[src/rtl/instruction_encoder_if.sv]
// Field-level instruction input, instruction-memory write port and status for instruction_encoder.
// Checksum exists only when ENCODER_CHECKSUM_EN is defined.
interface instruction_encoder_if #(
    parameter int ADDR_W = 6
);
    logic              Start;
    logic [ADDR_W-1:0] BaseAddr;
    logic [ADDR_W:0]   Count;
    logic              InValid;
    logic              InReady;
    logic [2:0]        Kind;
    logic [4:0]        Rs;
    logic [4:0]        Rt;
    logic [4:0]        Rd;
    logic [5:0]        Funct;
    logic [15:0]       Imm;
    logic [25:0]       Target;
    logic              MemWE;
    logic [ADDR_W-1:0] MemAddr;
    logic [31:0]       MemWData;
    logic              Busy;
    logic              Done;
    logic              Error;
`ifdef ENCODER_CHECKSUM_EN
    logic [31:0]       Checksum;
`endif

    modport slave (
        input  Start, BaseAddr, Count, InValid, Kind, Rs, Rt, Rd, Funct, Imm, Target,
        output InReady, MemWE, MemAddr, MemWData, Busy, Done, Error
`ifdef ENCODER_CHECKSUM_EN
        , output Checksum
`endif
    );

    modport master (
        output Start, BaseAddr, Count, InValid, Kind, Rs, Rt, Rd, Funct, Imm, Target,
        input  InReady, MemWE, MemAddr, MemWData, Busy, Done, Error
`ifdef ENCODER_CHECKSUM_EN
        , input Checksum
`endif
    );
endinterface

[src/rtl/instruction_encoder.sv]
// Packs MIPS instruction fields into 32-bit words and writes them to consecutive instruction-memory
// addresses. Optional XOR checksum of written words is enabled by ENCODER_CHECKSUM_EN.
module instruction_encoder #(
    parameter int ADDR_W = 6
) (
    input  logic                 clk,
    input  logic                 reset,
    instruction_encoder_if.slave bus
);
    typedef enum logic [1:0] {
        S_IDLE  = 2'd0,
        S_LOAD  = 2'd1,
        S_FLUSH = 2'd2,
        S_DONE  = 2'd3
    } state_t;

    state_t            r_state;
    logic [ADDR_W-1:0] r_addr;
    logic [ADDR_W:0]   r_rem;
    logic              r_in_ready;
    logic              r_mem_we;
    logic [ADDR_W-1:0] r_mem_addr;
    logic [31:0]       r_mem_wdata;
    logic              r_busy;
    logic              r_done;
    logic              r_error;
`ifdef ENCODER_CHECKSUM_EN
    logic [31:0]       r_csum;
`endif

    logic [31:0] w_word;
    logic        w_illegal;
    logic        w_xfer;

    // Field packing for the opcodes the control decoder recognises; anything else becomes a nop.
    always_comb begin
        w_word    = 32'h0000_0000;
        w_illegal = 1'b0;
        case (bus.Kind)
            3'd0:    w_word = {6'b000000, bus.Rs, bus.Rt, bus.Rd, 5'b00000, bus.Funct};
            3'd1:    w_word = {6'b100011, bus.Rs, bus.Rt, bus.Imm};
            3'd2:    w_word = {6'b101011, bus.Rs, bus.Rt, bus.Imm};
            3'd3:    w_word = {6'b000100, bus.Rs, bus.Rt, bus.Imm};
            3'd4:    w_word = {6'b001000, bus.Rs, bus.Rt, bus.Imm};
            3'd5:    w_word = {6'b000010, bus.Target};
            default: w_illegal = 1'b1;
        endcase
    end

    assign w_xfer = bus.InValid & r_in_ready;

    always_ff @(posedge clk) begin
        if (reset) begin
            r_state     <= S_IDLE;
            r_addr      <= '0;
            r_rem       <= '0;
            r_in_ready  <= 1'b0;
            r_mem_we    <= 1'b0;
            r_mem_addr  <= '0;
            r_mem_wdata <= 32'h0000_0000;
            r_busy      <= 1'b0;
            r_done      <= 1'b0;
            r_error     <= 1'b0;
`ifdef ENCODER_CHECKSUM_EN
            r_csum      <= 32'h0000_0000;
`endif
        end else begin
            r_mem_we <= 1'b0;
            r_done   <= 1'b0;
            case (r_state)
                S_IDLE: begin
                    if (bus.Start) begin
                        r_error <= 1'b0;
`ifdef ENCODER_CHECKSUM_EN
                        r_csum  <= 32'h0000_0000;
`endif
                        if (bus.Count != '0) begin
                            r_state    <= S_LOAD;
                            r_addr     <= bus.BaseAddr;
                            r_rem      <= bus.Count;
                            r_in_ready <= 1'b1;
                            r_busy     <= 1'b1;
                        end else begin
                            r_state <= S_DONE;
                            r_done  <= 1'b1;
                        end
                    end
                end
                S_LOAD: begin
                    if (w_xfer) begin
                        r_mem_we    <= 1'b1;
                        r_mem_addr  <= r_addr;
                        r_mem_wdata <= w_word;
                        r_addr      <= r_addr + ADDR_W'(1);
                        r_rem       <= r_rem - (ADDR_W+1)'(1);
                        if (w_illegal) r_error <= 1'b1;
`ifdef ENCODER_CHECKSUM_EN
                        r_csum      <= r_csum ^ w_word;
`endif
                        // Last word: stop accepting now so the write drains during FLUSH.
                        if (r_rem == (ADDR_W+1)'(1)) begin
                            r_state    <= S_FLUSH;
                            r_in_ready <= 1'b0;
                        end
                    end
                end
                S_FLUSH: begin
                    r_state <= S_DONE;
                    r_done  <= 1'b1;
                    r_busy  <= 1'b0;
                end
                S_DONE: begin
                    r_state <= S_IDLE;
                end
                default: begin
                    r_state <= S_IDLE;
                end
            endcase
        end
    end

    assign bus.InReady  = r_in_ready;
    assign bus.MemWE    = r_mem_we;
    assign bus.MemAddr  = r_mem_addr;
    assign bus.MemWData = r_mem_wdata;
    assign bus.Busy     = r_busy;
    assign bus.Done     = r_done;
    assign bus.Error    = r_error;
`ifdef ENCODER_CHECKSUM_EN
    assign bus.Checksum = r_csum;
`endif
endmodule

[src/flat_wrapper.sv]
// flat-port wrapper written by rule: the top's interface ports become plain ports
module instruction_encoder_flat 
#(
    parameter int ADDR_W = 6
)
  (clk, reset, bus_Start, bus_BaseAddr, bus_Count, bus_InValid, bus_Kind, bus_Rs, bus_Rt, bus_Rd, bus_Funct, bus_Imm, bus_Target, bus_InReady, bus_MemWE, bus_MemAddr, bus_MemWData, bus_Busy, bus_Done, bus_Error);
  instruction_encoder_if #(.ADDR_W(ADDR_W)) bus_i ();
  input  logic clk;
  input  logic reset;
  input wire logic [$bits(bus_i.Start)-1:0] bus_Start;
  input wire logic [$bits(bus_i.BaseAddr)-1:0] bus_BaseAddr;
  input wire logic [$bits(bus_i.Count)-1:0] bus_Count;
  input wire logic [$bits(bus_i.InValid)-1:0] bus_InValid;
  input wire logic [$bits(bus_i.Kind)-1:0] bus_Kind;
  input wire logic [$bits(bus_i.Rs)-1:0] bus_Rs;
  input wire logic [$bits(bus_i.Rt)-1:0] bus_Rt;
  input wire logic [$bits(bus_i.Rd)-1:0] bus_Rd;
  input wire logic [$bits(bus_i.Funct)-1:0] bus_Funct;
  input wire logic [$bits(bus_i.Imm)-1:0] bus_Imm;
  input wire logic [$bits(bus_i.Target)-1:0] bus_Target;
  output wire logic [$bits(bus_i.InReady)-1:0] bus_InReady;
  output wire logic [$bits(bus_i.MemWE)-1:0] bus_MemWE;
  output wire logic [$bits(bus_i.MemAddr)-1:0] bus_MemAddr;
  output wire logic [$bits(bus_i.MemWData)-1:0] bus_MemWData;
  output wire logic [$bits(bus_i.Busy)-1:0] bus_Busy;
  output wire logic [$bits(bus_i.Done)-1:0] bus_Done;
  output wire logic [$bits(bus_i.Error)-1:0] bus_Error;
  assign bus_i.Start = bus_Start;
  assign bus_i.BaseAddr = bus_BaseAddr;
  assign bus_i.Count = bus_Count;
  assign bus_i.InValid = bus_InValid;
  assign bus_i.Kind = bus_Kind;
  assign bus_i.Rs = bus_Rs;
  assign bus_i.Rt = bus_Rt;
  assign bus_i.Rd = bus_Rd;
  assign bus_i.Funct = bus_Funct;
  assign bus_i.Imm = bus_Imm;
  assign bus_i.Target = bus_Target;
  assign bus_InReady = bus_i.InReady;
  assign bus_MemWE = bus_i.MemWE;
  assign bus_MemAddr = bus_i.MemAddr;
  assign bus_MemWData = bus_i.MemWData;
  assign bus_Busy = bus_i.Busy;
  assign bus_Done = bus_i.Done;
  assign bus_Error = bus_i.Error;
  instruction_encoder #(.ADDR_W(ADDR_W)) u_core (.clk(clk), .reset(reset), .bus(bus_i));
endmodule
[config.mk]
export PLATFORM = sky130hd
export DESIGN_NAME = instruction_encoder_flat
export DESIGN_NICKNAME = d
export VERILOG_FILES = /design/src/rtl/instruction_encoder_if.sv /design/src/rtl/instruction_encoder.sv /design/src/flat_wrapper.sv
export SDC_FILE = /design/constraint.sdc
export NUM_CORES = 1
export LEC_CHECK = 0
export CORE_MARGIN = 5
export CORE_UTILIZATION = 40
export CTS_BUF_LIST = sky130_fd_sc_hd__clkbuf_4 sky130_fd_sc_hd__clkbuf_8 sky130_fd_sc_hd__clkbuf_16
export DETAILED_ROUTE_END_ITERATION = 16
export GPL_TIMING_DRIVEN = 0
export PLACE_DENSITY = 0.75
export SYNTH_ARGS = -nofsm -noshare
export SYNTH_HDL_FRONTEND = slang
export SYNTH_SLANG_ARGS = --single-unit
[constraint.sdc]
create_clock -name clk -period 2.1 [get_ports clk]
set_clock_uncertainty 0.15 [all_clocks]
set_input_delay 0.42 -clock clk [delete_from_list [all_inputs] [get_ports clk]]
set_output_delay 0.42 -clock clk [all_outputs]
set_load 0.02 [all_outputs]
==> flow_summary.ini <==
[run_status]
status = finished clean

[cts]
clock_path_buffers = 2
clkSlewWorstSetupHoldPaths_ns = 0.11
cts_tree = built
htreeDepth = 2
cts_sinks = 56
cts_buffers = 5
cts-root-buf = clkbuf_8
clk_latency_ns = 0.31

[placement]
dp.cells = 656
hpwl_um = 8940
numPortBuffers = 122
post-place-ws_ns = -0.488
place.gp.congestion = 0.900

[floorplan]
dieArea_mm2 = 0.0103
die_y_um = 101
io_pins = 126
die_w_um = 101
rows = 33
coreArea_mm2 = 0.00818
start_util_pct = 40.8

[synth]
synth_area_leaders = dfxtp_1, a21oi_1, nor2b_1
synth-main-ff-cell = dfxtp_1
synth_cells = 429
ys_seq_area_share_pct = 33.6
async_flop_share_pct = 0
ys_types = 43
yosys_warnings = 0
synth_largest_area_cell = dfxtp_1
synth_top_area_share_pct = 33.6
avgSynthCellArea_um2 = 7.78
syn-num-nets = 519
ys_ff_latch = 56
synth_edf_count = 0
synth.cell_area_mm2 = 0.00334

[layout]
nets = 653
synthToLayoutAreaGrowth_pct = 48.4
layout_commonest_cell = clkdlybuf4s50_1
drive_gt1_share_pct = 11.0
antennaDiodeCount = 0
layout_common_cells = clkdlybuf4s50_1, dfxtp_1, a21oi_1
instances_no_fill = 669

[power_and_ir_drop]
clock_power_share_pct = 16.0
p_seq_share_pct = 35.4
p_switching_uw = 1650
p_int_uw = 2450
comb_power_share_pct = 48.7
netSwitchingFraction_pct = 40.3
power.density_mw_per_mm2 = 828
ir_worst_vdd_uv = 502
leakage_uw = 0.00176

[timing]
hold_violations = 0
drv_slew = 0
setup_viol = 0
timing.setup.tns_ns = 0
min_period_ns = 2.03
worst_pin_slew_ns = 0.617
max_clock_freq_ghz = 0.492
fin_crit_sh_pct = 96.7
finalWorstSetupSlack_ns = 0.0689
relSlewSlack_pct = 58.9

[hold_path]
hp-class = register to register
holdPathStages = 2

[detailed_routing]
drt_wl_total_um = 11900
antenna_left = 0
wl_per_cell_um = 17.8
via_count = 3829
route.detailed.drc = 0
drt_iter0_markers = 202
viasPerCell = 5.72
first_pass_iters = 5

[global_route]
grt_pass1_vias = 3648
grt_pass1_wl_um = 18200
antenna_found_initial = 0
grt_usage_pct = 22.0
grt_max_degree = 17
overflow = 0

[worst_setup_path]
critPathCaptureType = register
cp-start-kind = register
cp_data_required_time_ns = 2.14
cp.arrival_ns = 2.07
crit_type = register to register
worstPathMaxFanout = 7
reg2reg_depth = 4

[job]
maxCapViolCount = 0
kinds of logic (layout without fill, tap and decap cells):
kind of cell / count (synthesis) / count (layout) / share of synthesized area, %
flip-flops: 56 / 56 / 33.6
multiplexers: 18 / 18 / 5.59
adder cells (fa/ha/maj): 7 / 7 / 2.62
XOR/XNOR: 2 / 2 / 0.525
buffers and inverters: 47 / 182 / 5.70
AND/OR/NAND/NOR: 163 / 163 / 25.3
other: 1 / 1 / 0.112
AO/OA/AOI/OAI: 135 / 135 / 26.6
final timing paths:
kind	start	endpoint	slack (ns)
max reg2reg	u_core.r_rem[2]$_SDFFE_PP0P_	u_core.r_state[1]$_SDFFE_PP0P_	0.07
max	u_core.r_rem[2]$_SDFFE_PP0P_	u_core.r_state[1]$_SDFFE_PP0P_	0.07
min	u_core.bus.MemWData[19]$_SDFFE_PP0P_	u_core.bus.MemWData[19]$_SDFFE_PP0P_	0.31
min reg2reg	u_core.bus.MemWData[19]$_SDFFE_PP0P_	u_core.bus.MemWData[19]$_SDFFE_PP0P_	0.31
metrics by stage:
step	util [%]	hold WS, ns	instance area, um2	total power (uW)
2_1_floorplan	-	0.290	3340	2620
3_3_place_gp	57.4	0.290	4690	3230
3_5_place_dp	57.4	0.297	4690	3290
4_1_cts	59.2	0.309	4840	3990
5_1_grt	60.6	0.328	4950	4330
6_report	60.6	0.310	4950	4100
layout make-up:
cell class                      count  area, um2
Inverter                            5       18.8
Multi-Input combinational cell    326       2100
Sequential cell                    56       1120
Buffer                             42        225
Clock buffer                        7       90.1
Clock inverter                      1       7.51
Timing Repair Buffer              127       1260
Fill cell                         747       3220
Tap cell                          105        131
metal layers:
layer  up-vias  routed length [um]  global-route usage [%]
met4         0                 229                    6.13
met5         -                   0                       0
li1       1838                   -                       -
met2       149                5920                    38.5
met3        20                 678                    3.31
met1      1822                5080                    28.1
repair_timing:
action / in CTS / in global routing
pin swaps: 0 / 1
hold endpoints to repair: 0 / 0
endpoints found under the setup margin: 37 / 42
resized for setup: 21 / 33
buffers inserted: 0 / 5
hold buffers: 0 / 0
registers in the layout, indices dropped and copies added (netlist names):
signal               flops
u_core.bus.Error         1
u_core.bus.MemWData     30
u_core.bus.Done          1
u_core.r_addr            6
u_core.r_state           2
u_core.bus.Busy          1
u_core.r_rem             7
u_core.bus.MemWE         1
u_core.bus.MemAddr       6
u_core.bus.InReady       1
power groups by stage:
| stage | combinational, uW | clock (uW) | sequential, uW |
|---|---|---|---|
| after floorplan | 1130 | 0 | 1490 |
| after global placement | 1780 | 0 | 1450 |
| after detailed placement | 1830 | 0 | 1460 |
| after CTS | 1890 | 662 | 1440 |
| after global routing | 2150 | 705 | 1470 |
| final | 1990 | 654 | 1450 |
synth_stat cells (all sizes together) (2+ instances only):
cell / count
a21o: 11
clkbuf: 22
o21ai: 19
mux2: 5
o31ai: 6
ha: 7
o21a: 3
nor4b: 3
nor2b: 27
dfxtp: 56
a221oi: 16
nor3: 24
a41oi: 4
mux2i: 13
nor4: 3
nor2: 27
buf: 20
a21oi: 45
xnor2: 2
nand2b: 14
a31oi: 8
a311oi: 5
and3: 3
nand2: 32
or4: 4
a211oi: 12
inv: 5
or3: 3
nand3: 18
nor3b: 3
worst max-delay path, stage by stage, from the launching register on:
cell and delay (ns):
dfxtp_1 0.40, or4_4 0.60, o31a_1 0.34, a2111oi_2 0.34, nor3_1 0.08
(Power assumes the default switching activity.)
